[src/rtl/unified_mem_arbiter.sv]
// rtl/unified_mem_arbiter.sv - single-port RAM arbiter shared by fetch (IF) and memory (MEM) stages
// MEM has fixed priority; every access is a held request closed by a one-cycle ram_ack or a timeout.
module unified_mem_arbiter #(
   parameter int ADDR_W  = 32,
   parameter int DATA_W  = 32,
   parameter int TIMEOUT = 15
) (
   input  logic              clk,
   input  logic              reset,
   input  logic              if_req,
   input  logic [ADDR_W-1:0] if_addr,
   input  logic              if_flush,
   input  logic              mem_req,
   input  logic              mem_we,
   input  logic [ADDR_W-1:0] mem_addr,
   input  logic [DATA_W-1:0] mem_wdata,
   output logic [DATA_W-1:0] if_rdata,
   output logic              if_valid,
   output logic              if_stall,
   output logic [DATA_W-1:0] mem_rdata,
   output logic              mem_valid,
   output logic              mem_stall,
   output logic              ram_req,
   output logic              ram_we,
   output logic [ADDR_W-1:0] ram_addr,
   output logic [DATA_W-1:0] ram_wdata,
   input  logic [DATA_W-1:0] ram_rdata,
   input  logic              ram_ack,
   output logic              timeout_err
);

   typedef enum logic [1:0] {IDLE, BUSY_IF, BUSY_MEM} state_t;

   localparam logic [7:0] CNT_LAST = 8'(TIMEOUT - 1);

   state_t              state_q, state_d;
   logic [7:0]          cnt_q, cnt_d;
   logic                drop_q, drop_d;
   logic                ram_req_q, ram_req_d;
   logic                ram_we_q, ram_we_d;
   logic [ADDR_W-1:0]   ram_addr_q, ram_addr_d;
   logic [DATA_W-1:0]   ram_wdata_q, ram_wdata_d;
   logic [DATA_W-1:0]   if_rdata_q, if_rdata_d;
   logic                if_valid_q, if_valid_d;
   logic [DATA_W-1:0]   mem_rdata_q, mem_rdata_d;
   logic                mem_valid_q, mem_valid_d;
   logic                timeout_err_q, timeout_err_d;

   logic                mem_pend, if_pend, if_keep;

   // A request whose completion pulse is showing this cycle is finished, not pending.
   assign mem_pend = mem_req & ~mem_valid_q;
   assign if_pend  = if_req & ~if_valid_q;
   assign if_keep  = ~drop_q & ~if_flush;

   always_comb begin
      state_d       = state_q;
      cnt_d         = cnt_q;
      drop_d        = drop_q;
      ram_req_d     = ram_req_q;
      ram_we_d      = ram_we_q;
      ram_addr_d    = ram_addr_q;
      ram_wdata_d   = ram_wdata_q;
      if_rdata_d    = if_rdata_q;
      if_valid_d    = 1'b0;
      mem_rdata_d   = mem_rdata_q;
      mem_valid_d   = 1'b0;
      timeout_err_d = timeout_err_q;
      case (state_q)
         IDLE: begin
            if (mem_pend) begin
               ram_addr_d  = mem_addr;
               ram_we_d    = mem_we;
               ram_wdata_d = mem_wdata;
               ram_req_d   = 1'b1;
               cnt_d       = 8'd0;
               state_d     = BUSY_MEM;
            end else if (if_pend && !if_flush) begin
               ram_addr_d = if_addr;
               ram_we_d   = 1'b0;
               ram_req_d  = 1'b1;
               cnt_d      = 8'd0;
               drop_d     = 1'b0;
               state_d    = BUSY_IF;
            end
         end
         BUSY_IF, BUSY_MEM: begin
            if (state_q == BUSY_IF && if_flush) drop_d = 1'b1;
            if (ram_ack || cnt_q == CNT_LAST) begin
               ram_req_d = 1'b0;
               ram_we_d  = 1'b0;
               cnt_d     = 8'd0;
               state_d   = IDLE;
               if (!ram_ack) timeout_err_d = 1'b1;
               // A timed-out access still completes, with zero data, so the owner never hangs.
               if (state_q == BUSY_MEM) begin
                  mem_valid_d = 1'b1;
                  if (!ram_ack)       mem_rdata_d = '0;
                  else if (!ram_we_q) mem_rdata_d = ram_rdata;
               end else if (if_keep) begin
                  if_valid_d = 1'b1;
                  if_rdata_d = ram_ack ? ram_rdata : '0;
               end
            end else begin
               cnt_d = cnt_q + 8'd1;
            end
         end
         default: state_d = IDLE;
      endcase
   end

   always_ff @(posedge clk or negedge reset) begin
      if (!reset) begin
         state_q       <= IDLE;
         cnt_q         <= 8'd0;
         drop_q        <= 1'b0;
         ram_req_q     <= 1'b0;
         ram_we_q      <= 1'b0;
         ram_addr_q    <= '0;
         ram_wdata_q   <= '0;
         if_rdata_q    <= '0;
         if_valid_q    <= 1'b0;
         mem_rdata_q   <= '0;
         mem_valid_q   <= 1'b0;
         timeout_err_q <= 1'b0;
      end else begin
         state_q       <= state_d;
         cnt_q         <= cnt_d;
         drop_q        <= drop_d;
         ram_req_q     <= ram_req_d;
         ram_we_q      <= ram_we_d;
         ram_addr_q    <= ram_addr_d;
         ram_wdata_q   <= ram_wdata_d;
         if_rdata_q    <= if_rdata_d;
         if_valid_q    <= if_valid_d;
         mem_rdata_q   <= mem_rdata_d;
         mem_valid_q   <= mem_valid_d;
         timeout_err_q <= timeout_err_d;
      end
   end

   assign ram_req     = ram_req_q;
   assign ram_we      = ram_we_q;
   assign ram_addr    = ram_addr_q;
   assign ram_wdata   = ram_wdata_q;
   assign if_rdata    = if_rdata_q;
   assign if_valid    = if_valid_q;
   assign mem_rdata   = mem_rdata_q;
   assign mem_valid   = mem_valid_q;
   assign timeout_err = timeout_err_q;
   assign mem_stall   = mem_req & ~mem_valid_q;
   assign if_stall    = (if_req & ~if_valid_q) | mem_stall;

endmodule

[config.mk]
export PLATFORM = sky130hd
export DESIGN_NAME = unified_mem_arbiter
export DESIGN_NICKNAME = d
export VERILOG_FILES = /design/src/rtl/unified_mem_arbiter.sv
export SDC_FILE = /design/constraint.sdc
export NUM_CORES = 1
export LEC_CHECK = 0
export CORE_ASPECT_RATIO = 0.9
export CORE_MARGIN = 4
export CORE_UTILIZATION = 46
export DETAILED_ROUTE_END_ITERATION = 8
export GPL_TIMING_DRIVEN = 0
export PLACE_DENSITY = 0.85
export SLEW_MARGIN = 30
export SYNTH_ARGS = -nofsm -noshare
export SYNTH_HDL_FRONTEND = slang
export SYNTH_SLANG_ARGS = --single-unit
export TNS_END_PERCENT = 20
[constraint.sdc]
create_clock -name clk -period 3.6 [get_ports clk]
set_input_delay 0.36 -clock clk [delete_from_list [all_inputs] [get_ports clk]]
set_output_delay 0.36 -clock clk [all_outputs]
set_load 0.01 [all_outputs]
# == Word level (Yosys, flattened, before mapping) ==
# Index checks and enable logic that the tools add are counted.
# word_totals
register_bits,144
word_cells,79
# op_classes
addsub,1
eq_ne,9
muxes,30
bitwise_logic,10
reduce_logical,17
# ops
op,n
$mux 32,5
$mux 8,3
$pmux 8 s2,1
$mux 1,14
$reduce_and 4->1,3
$ne 2x2->1 const B,5
$add 8x1->8 const B,1
$eq 8x4->1 const B,1
$reduce_and 2->1,4
$mux 2,3
$not 1->1,6
$pmux 1 s2,3
$reduce_and 3->1,2
$pmux 2 s2,1
$reduce_bool 2->1,2
$and 1x1->1,3
$ne 3x3->1 const B,1
$eq 2x1->1 const B,1
$eq 2x2->1 const B,1
$logic_and 1x1->1,2
$logic_not 2->1,1
$reduce_or 2->1,1
$logic_not 1->1,1
$logic_or 1x1->1,1
$or 1x1->1,1

# == Depth between registers and ports, before layout ==
# Gate-level depths: netlist of run 1.
# logic_depth
depth_word,6
ltp_mapped,7
depth_no_buf,6

# == Worst setup path after synthesis of run 1 ==
# No wires, ideal clock.
# synth_path
kind,reg-to-reg
startpoint,reg state_q[1]
endpoint,reg cnt_q[3]
setup_time_ns,0.095
arrival_ns,1.628
t_required_ns,3.505
path_slack_ns,1.877
path_stages_with_launch,7
n_path_buf,0
period_less_slack_ns,1.723
cell_sequence,dfrtp_1 inv_1 ha_1 nor2b_1 o41a_1 nand2_1 o31ai_1
# synth_via
elab_chain_cells,4
word_cells_on_any_way,8
# synth_lines
element,line,text
from (decl),36,"state_t state_q, state_d;"
from (signal assigned),127,state_q <= state_d;
$eq 2x1->1 or $eq 2x2->1 (tied branches),69,case (state_q)
$reduce_or 2->1,69,
$reduce_bool 2->1 (no source line),n/a,
$reduce_and 2->1 (no source line),n/a,
to (signal assigned),128,cnt_q <= cnt_d;
to (decl),37,"logic [7:0] cnt_q, cnt_d;"
# Several ways; a longest one is shown, not always the timed one.
# A chain may end at the register's enable or synchronous reset.

# == Worst setup path in the final report of run 1 ==
# layout_path
startpoint,"reg mem_valid_q, in the netlist mem_valid"
endpoint,out mem_stall
# layout_via
elab_chain_cells,2
# layout_lines
element,line,text
from (decl),46,"logic mem_valid_q, mem_valid_d;"
from (signal assigned),137,mem_valid_q <= mem_valid_d;
$not 1->1,151,assign mem_stall = mem_req & ~mem_valid_q;
$and 1x1->1,151,
to (decl),22,"output logic mem_stall,"
# Every way passes these cells.

==> results of run 1 <==
[flip-flops by register name (all words and copies together), names as in the netlist, 2 cells and up]
signal     cells
cnt_q          8
if_rdata      32
ram_addr      32
mem_rdata     32
state_q        2
ram_wdata     32
[placed cells by master (no fill, tap or decap), types with 12 or more instances in the layout]
cell / n
mux2_2: 32
buf_2: 12
clkbuf_1: 27
nand4_1: 32
clkbuf_16: 17
inv_1: 42
mux2i_1: 34
clkdlybuf4s50_1: 268
nand2_1: 42
a22o_1: 65
dfrtp_1: 144
o21ai_0: 68
[synthesized netlist by cell type (all sizes together), types with 5 or more instances]
cell,count
nand3,5
mux2,32
inv,42
nor2,5
o21ai,71
a21oi,5
dfrtp,144
mux2i,34
ha,5
nand2,42
buf,17
a22o,65
clkbuf,23
nand4,32
[power groups by stage]
stage / registers (uW) / logic, uW / clock network [uW]
floorplan: 3200 / 1550 / 0
global placement: 2880 / 3970 / 0
detailed placement: 2940 / 4100 / 0
CTS: 2930 / 4150 / 1740
global route: 3020 / 4400 / 1800
finish: 2940 / 4120 / 1720
[layer usage]
layer | GRT usage, % | vias up
met4 | 13.18 | 0
met2 | 45.73 | 296
met1 | 29.23 | 2833
met5 | 0 | -
li1 | - | 2602
met3 | 7.251 | 55
[logic make-up after synthesis]
logic type | count (synthesis) | synth area share [%]
adders and majority gates | 5 | 0.9758
muxes | 66 | 10.93
DFF | 144 | 56.21
buffers and inverters | 82 | 5.503
AOI/OAI and AO/OA | 161 | 17.94
and+or+nand+nor | 98 | 8.451
[worst reg2reg max path, delay by kind of cell, from the launching register on]
family / cells / cell delay, ns
buffers and inverters: 3 / 0.54
flip-flops: 1 / 0.38
AND/OR/NAND/NOR: 1 / 0.35
adder cells (fa/ha/maj): 1 / 0.41
AO/OA/AOI/OAI: 2 / 0.36
[area by class of cell]
cell class / instances / share of cell area [%]
Sequential cell: 144 / 36.28
Timing Repair Buffer: 271 / 27.54
Multi-Input combinational cell: 330 / 24.72
Clock buffer: 25 / 4.989
Tap cell: 168 / 2.116
Buffer: 40 / 1.965
Inverter: 42 / 1.587
Clock inverter: 6 / 0.8062
[stage by stage]
step,instances,total power [uW]
3_5_place_dp,994,7036
5_1_grt,1026,9226
3_3_place_gp,993,6858
6_report,1026,8780
2_1_floorplan,556,4751
4_1_cts,1026,8815
[repair_timing]
| action | CTS | global route |
|---|---|---|
| gates resized for setup | 0 | 0 |
| hold buffers | 1 | 0 |
| hold endpoints to repair | 66 | 0 |
[path summary, 6_finish.rpt]
| path | startpoint | endpoint | depth (start not counted) |
|---|---|---|---|
| worst max-delay path | mem_valid | mem_stall | 5 |
| max in group asynchronous | reset | ram_wdata[3] | 3 |
| worst min register to register | ram_addr[22] | ram_addr[22] | 2 |
| worst max register to register | state_q[1] | mem_rdata[25] | 7 |
| worst min-delay path | ram_addr[22] | ram_addr[22] | 2 |
| min in group asynchronous | reset | mem_rdata[4] | 2 |
==> impl_results.md, run 1 <==
* Yosys warns at 0
* Layout cells sized above 1 at 10.49%
* VDD IR max at 449.0 uV
* CTS buffer count at 17
* Final Instance Area at 9932 sq um
* Register area share after synthesis at 56.21%
* Worst R2R Setup Slack at 1.50 ns
* Global-route wire length before repair at 32420 microns
* WL final at 20960 microns
* Post-synthesis cell count at 556
* Die Y at 120 microns
* Syn_nets at 696
* Crit share post-route at 77.26%
* Final core utilization at 73.50%
* WL met2 at 10870 microns
* Vias in the first global route at 6159
* Layout Skew at 0.006099 ns
* Clock share of power at 19.6%
* DRC at 0
* Clk root buf: clkbuf_16
* I/O pins at 270
* Fillers at 911
* Mapped Area at 6411 sq um
* Met3 WL at 1650 microns
* Post-route antenna net violation count at 0
* Pint at 5727 uW
* Gpl congestion at 0.8795
* Top delay family on crit path: buffers and inverters
* Fmax at 0.3595 GHz
* Initial drt markers at 290
* Rel. slew slack at 58.56%
* Row count at 40
* Synthesized flop and latch total at 144
* Crit path cell chain: nand2b_1 > inv_1 > buf_2 > buf_2 > clkdlybuf4s50_1
* Initial antenna violation count at 0
* WS Path Type: reg2out
* Crit start category: register
* Sw power at 3053 uW
* Worst setup margin at 0.8185 ns
* DP HPWL at 15650 microns
* Worst-path fanout max at 10
* Layout area overhead at 54.92%
* Top FF cell, synth: dfrtp_1
* Power per cell area at 884.0 nW/um^2
* Flop pwr share at 33.5%
* WHS at 0.4775 ns
* Comb pwr share at 46.9%
* CP peak stage delay at 0.62 ns
* Bufs and invs on worst path at 4
* Setup TNS at 0 ns
* Switching share of power at 34.77%
* P_leak at 0.004361 uW
* Top Metal Used: met4
* Setup crit end kind: primary output
* Gr usage total at 26.11%
* Worst hold path type: reg2reg
* Largest net degree at the start of global routing at 79
* CP max stage cell: clkdlybuf4s50_1
* Initial Util at 47.44%
* Top cell type's share of synthesized area at 56.21%
* Number of H-tree levels at 4
* Minimum clock period at 2.782 ns
* Multi-input gate area at 2455 sq um
* Post-CTS setup buffers at 0
* Avg Cell Area, Syn at 11.53 sq um
* Worst EP arrival at 2.42 ns
* Max Cap Violations at 0
* Drt wl/cell at 20.43 microns
* RSZ-0062 raised after global routing: false
* Area leader, netlist: dfrtp_1
* Storage cell area at 3603 sq um
* Status: completed
* Final Hold Vio Count at 0
* DP Worst Slack at 0.8589 ns
* Worst-skew pair later-pin latency at 0.42 ns
* Ys async rst share at 100.0%
* TritonCTS Sinks at 144
* Final setup fails at 0
* Antenna cells at 0
* Area after DPL at 9346 sq um
* Post-synth EDFFs at 0
* Met1 WL at 7675 microns
* # port buffers at 269
* Nets@finish at 986
* Ranking of synthesized cells by area: dfrtp_1, a22o_1, mux2_2
* Overall die width at 132.4 microns
* Final Slew Violations at 0
* First drt pass iteration count at 5
* Clock Path Buffers at 2
* CP dominant cell by count: buf_2
* Detailed-route via count at 5786
* Worst path required time at 3.24 ns
* Cell variety after synth at 44
* Worst-margin pin slew at 0.6174 ns
* Number of vias per cell at 5.639
* Worst-path clk slew at 0.05 ns
* TritonCTS clock tree: built
* Placeable Area at 13510 sq um
* Die area at 15890 sq um
* Remaining global-route overflow at 0
No activity file was read; power rests on OpenSTA's default activity.
==> inputs of run 2 (changes only) <==
--- a/config.mk
+++ b/config.mk
@@ -7,10 +7,10 @@
 export LEC_CHECK = 0
 export CORE_ASPECT_RATIO = 0.9
 export CORE_MARGIN = 4
-export CORE_UTILIZATION = 46
+export CORE_UTILIZATION = 43
 export DETAILED_ROUTE_END_ITERATION = 8
 export GPL_TIMING_DRIVEN = 0
-export PLACE_DENSITY = 0.85
+export PLACE_DENSITY = 0.8
 export SLEW_MARGIN = 30
 export SYNTH_ARGS = -nofsm -noshare
 export SYNTH_HDL_FRONTEND = slang
==> constraint.sdc (replaced) <==
create_clock -name clk -period 2.88 [get_ports clk]
set_input_delay 0.288 -clock clk [delete_from_list [all_inputs] [get_ports clk]]
set_output_delay 0.288 -clock clk [all_outputs]
set_load 0.01 [all_outputs]
==> run 2 against run 1 <==
Final cell count is 2.9% higher. Highest routed layer unchanged. Sequential power grew 24%. Sequential share of layout area decreased by 0.18 points. Via count is 1.3% lower.
==> impl_results.md, run 2 (synthesis results as in run 1) <==
* Fmax at 0.3665 GHz
* Gr usage total at 23.74% (-2.4 points)
* VDD IR max at 595.0 uV (+33%)
* Die area at 16930 sq um (+6.5%)
* DRC at 0 (unchanged)
* Worst-path clk slew at 0.06 ns (about the same)
* Rel. slew slack at 52.99% (-5.6 points)
* I/O pins at 270 (unchanged)
* Final Slew Violations at 0 (unchanged)
* Number of vias per cell at 5.406 (-4.1%)
* Detailed-route via count at 5709 (-1.3%)
* Gpl congestion at 0.8539 (-2.9%)
* Worst-path fanout max at 10 (unchanged)
* Crit share post-route at 94.74%
* Post-route antenna net violation count at 0 (unchanged)
* Final setup fails at 0 (unchanged)
* Pwr Total at 10970 uW (+25%)
* Largest net degree at the start of global routing at 85 (+7.6%)
* Met1 WL at 7717 microns (+0.55%)
* Antenna cells at 0 (unchanged)
* Initial antenna violation count at 0 (unchanged)
* Worst-margin pin slew at 0.7004 ns (+0.08305 ns)
* Top Metal Used: met4
* Final Hold Vio Count at 0 (unchanged)
* Drt wl/cell at 19.10 microns (-6.5%)
* Layout area overhead at 55.70%
* Met3 WL at 1863 microns (+13%)
* CTS buffer count at 17 (unchanged)
* Vias in the first global route at 5957 (-3.3%)
* DP HPWL at 15370 microns (-1.8%)
* Worst EP arrival at 2.44 ns (+0.02 ns)
* Layout Skew at 0.01234 ns (+0.006245 ns)
* P_leak at 0.004357 uW (about the same)
* Number of H-tree levels at 4 (unchanged)
* Initial drt markers at 252 (-13%)
* Crit start category: register
* RSZ-0062 raised after global routing: false
* Commonest non-fill, non-tap cell in the layout: clkdlybuf4s50_1
* Power per cell area at 1099 nW/um^2 (+24%)
* Worst path required time at 2.59 ns (-0.65 ns)
* Most frequent cells in the layout: clkdlybuf4s50_1, dfrtp_1, o21ai_0
* Nets@finish at 986 (unchanged)
* Die Y at 123.8 microns (+3.2%)
* WL final at 20170 microns (-3.8%)
* Overall die width at 136.7 microns (+3.2%)
* Minimum clock period at 2.729 ns
* Worst-skew pair later-pin latency at 0.42 ns (about the same)
* First drt pass iteration count at 5 (unchanged)
* Row count at 42 (+5.0%)
* Clk root buf: clkbuf_16
* Status: completed
* # port buffers at 269 (unchanged)
* Layout cells sized above 1 at 10.61% (+0.12 points)
* Worst hold path type: in2async
* Remaining global-route overflow at 0 (unchanged)
* WL met2 at 10260 microns (-5.7%)
* Initial Util at 43.73% (-3.7 points)
* Max Cap Violations at 0 (unchanged)
* TritonCTS Sinks at 144 (unchanged)
* Clock Path Buffers at 2 (unchanged)
* Global-route wire length before repair at 30880 microns (-4.7%)
* WS Path Type: reg2out
* Placeable Area at 14660 sq um (+8.5%)
* TritonCTS clock tree: built
* Setup crit end kind: primary output
* WHS at 0.4039 ns (-0.07362 ns)
* FF-to-FF path depth at 6 (-1)
[run 2: cell type report]
cell class	instances	area, sq um
plain buffers	40	195.2
clock buffers	21	450.4
clock inverters	10	137.6
fillers	1033	4679
inverters	42	157.7
multi-input cells	330	2455
flip-flops and latches	144	3603
well taps	198	247.7
repair buffers	271	2735
[run 2: critical path: stages, from the launching register on]
cell and delay (ns):
dfrtp_1 0.40, nand2b_1 0.22, inv_1 0.11, buf_2 0.29, buf_2 0.39, clkdlybuf4s50_1 0.61
[run 2: timing repair]
| action | in CTS | in global routing |
|---|---|---|
| hold buffers | 1 | 0 |
| resized for setup | 0 | 0 |
| hold endpoints to repair | 60 | 0 |
| setup buffers | 0 | 0 |
[run 2: power breakdown]
| group | total [uW] | switching [uW] | internal (uW) |
|---|---|---|---|
| Sequential | 3660 | 663 | 3000 |
| Clock | 2210 | 837 | 1380 |
| Combinational | 5100 | 2290 | 2800 |
| Total | 11000 | 3790 | 7180 |
[run 2: per-stage QoR]
stage	cells	TNS [ns]	utilization (%)	setup WS, ns	area, sq um
after global placement	1023	-584.27	63.78	-4.074	9351
final	1056	0	68.08	0.1515	9982
after detailed placement	1024	0	64.00	0.3129	9384
after CTS	1056	0	68.08	0.1290	9982
after floorplan	556	0	-	1.157	6411
after global routing	1056	0	68.08	0.005984	9982
[run 2: final timing paths]
path | start | endpoint | slack (ns)
max reg2reg | state_q[1] | cnt_q[3] | 0.81
max in group asynchronous | reset | ram_addr[28] | 1.68
min in group clk | ram_addr[16] | ram_addr[16] | 0.48
max | mem_valid | mem_stall | 0.15
min | reset | mem_rdata[10] | 0.40
min reg2reg | ram_addr[16] | ram_addr[16] | 0.48
[run 2: layer usage]
metal,vias to the layer above,GRT usage [%]
met5,-,0
met4,0,7.242
met3,25,9.410
met2,262,40.86
met1,2828,27.38
li1,2594,-
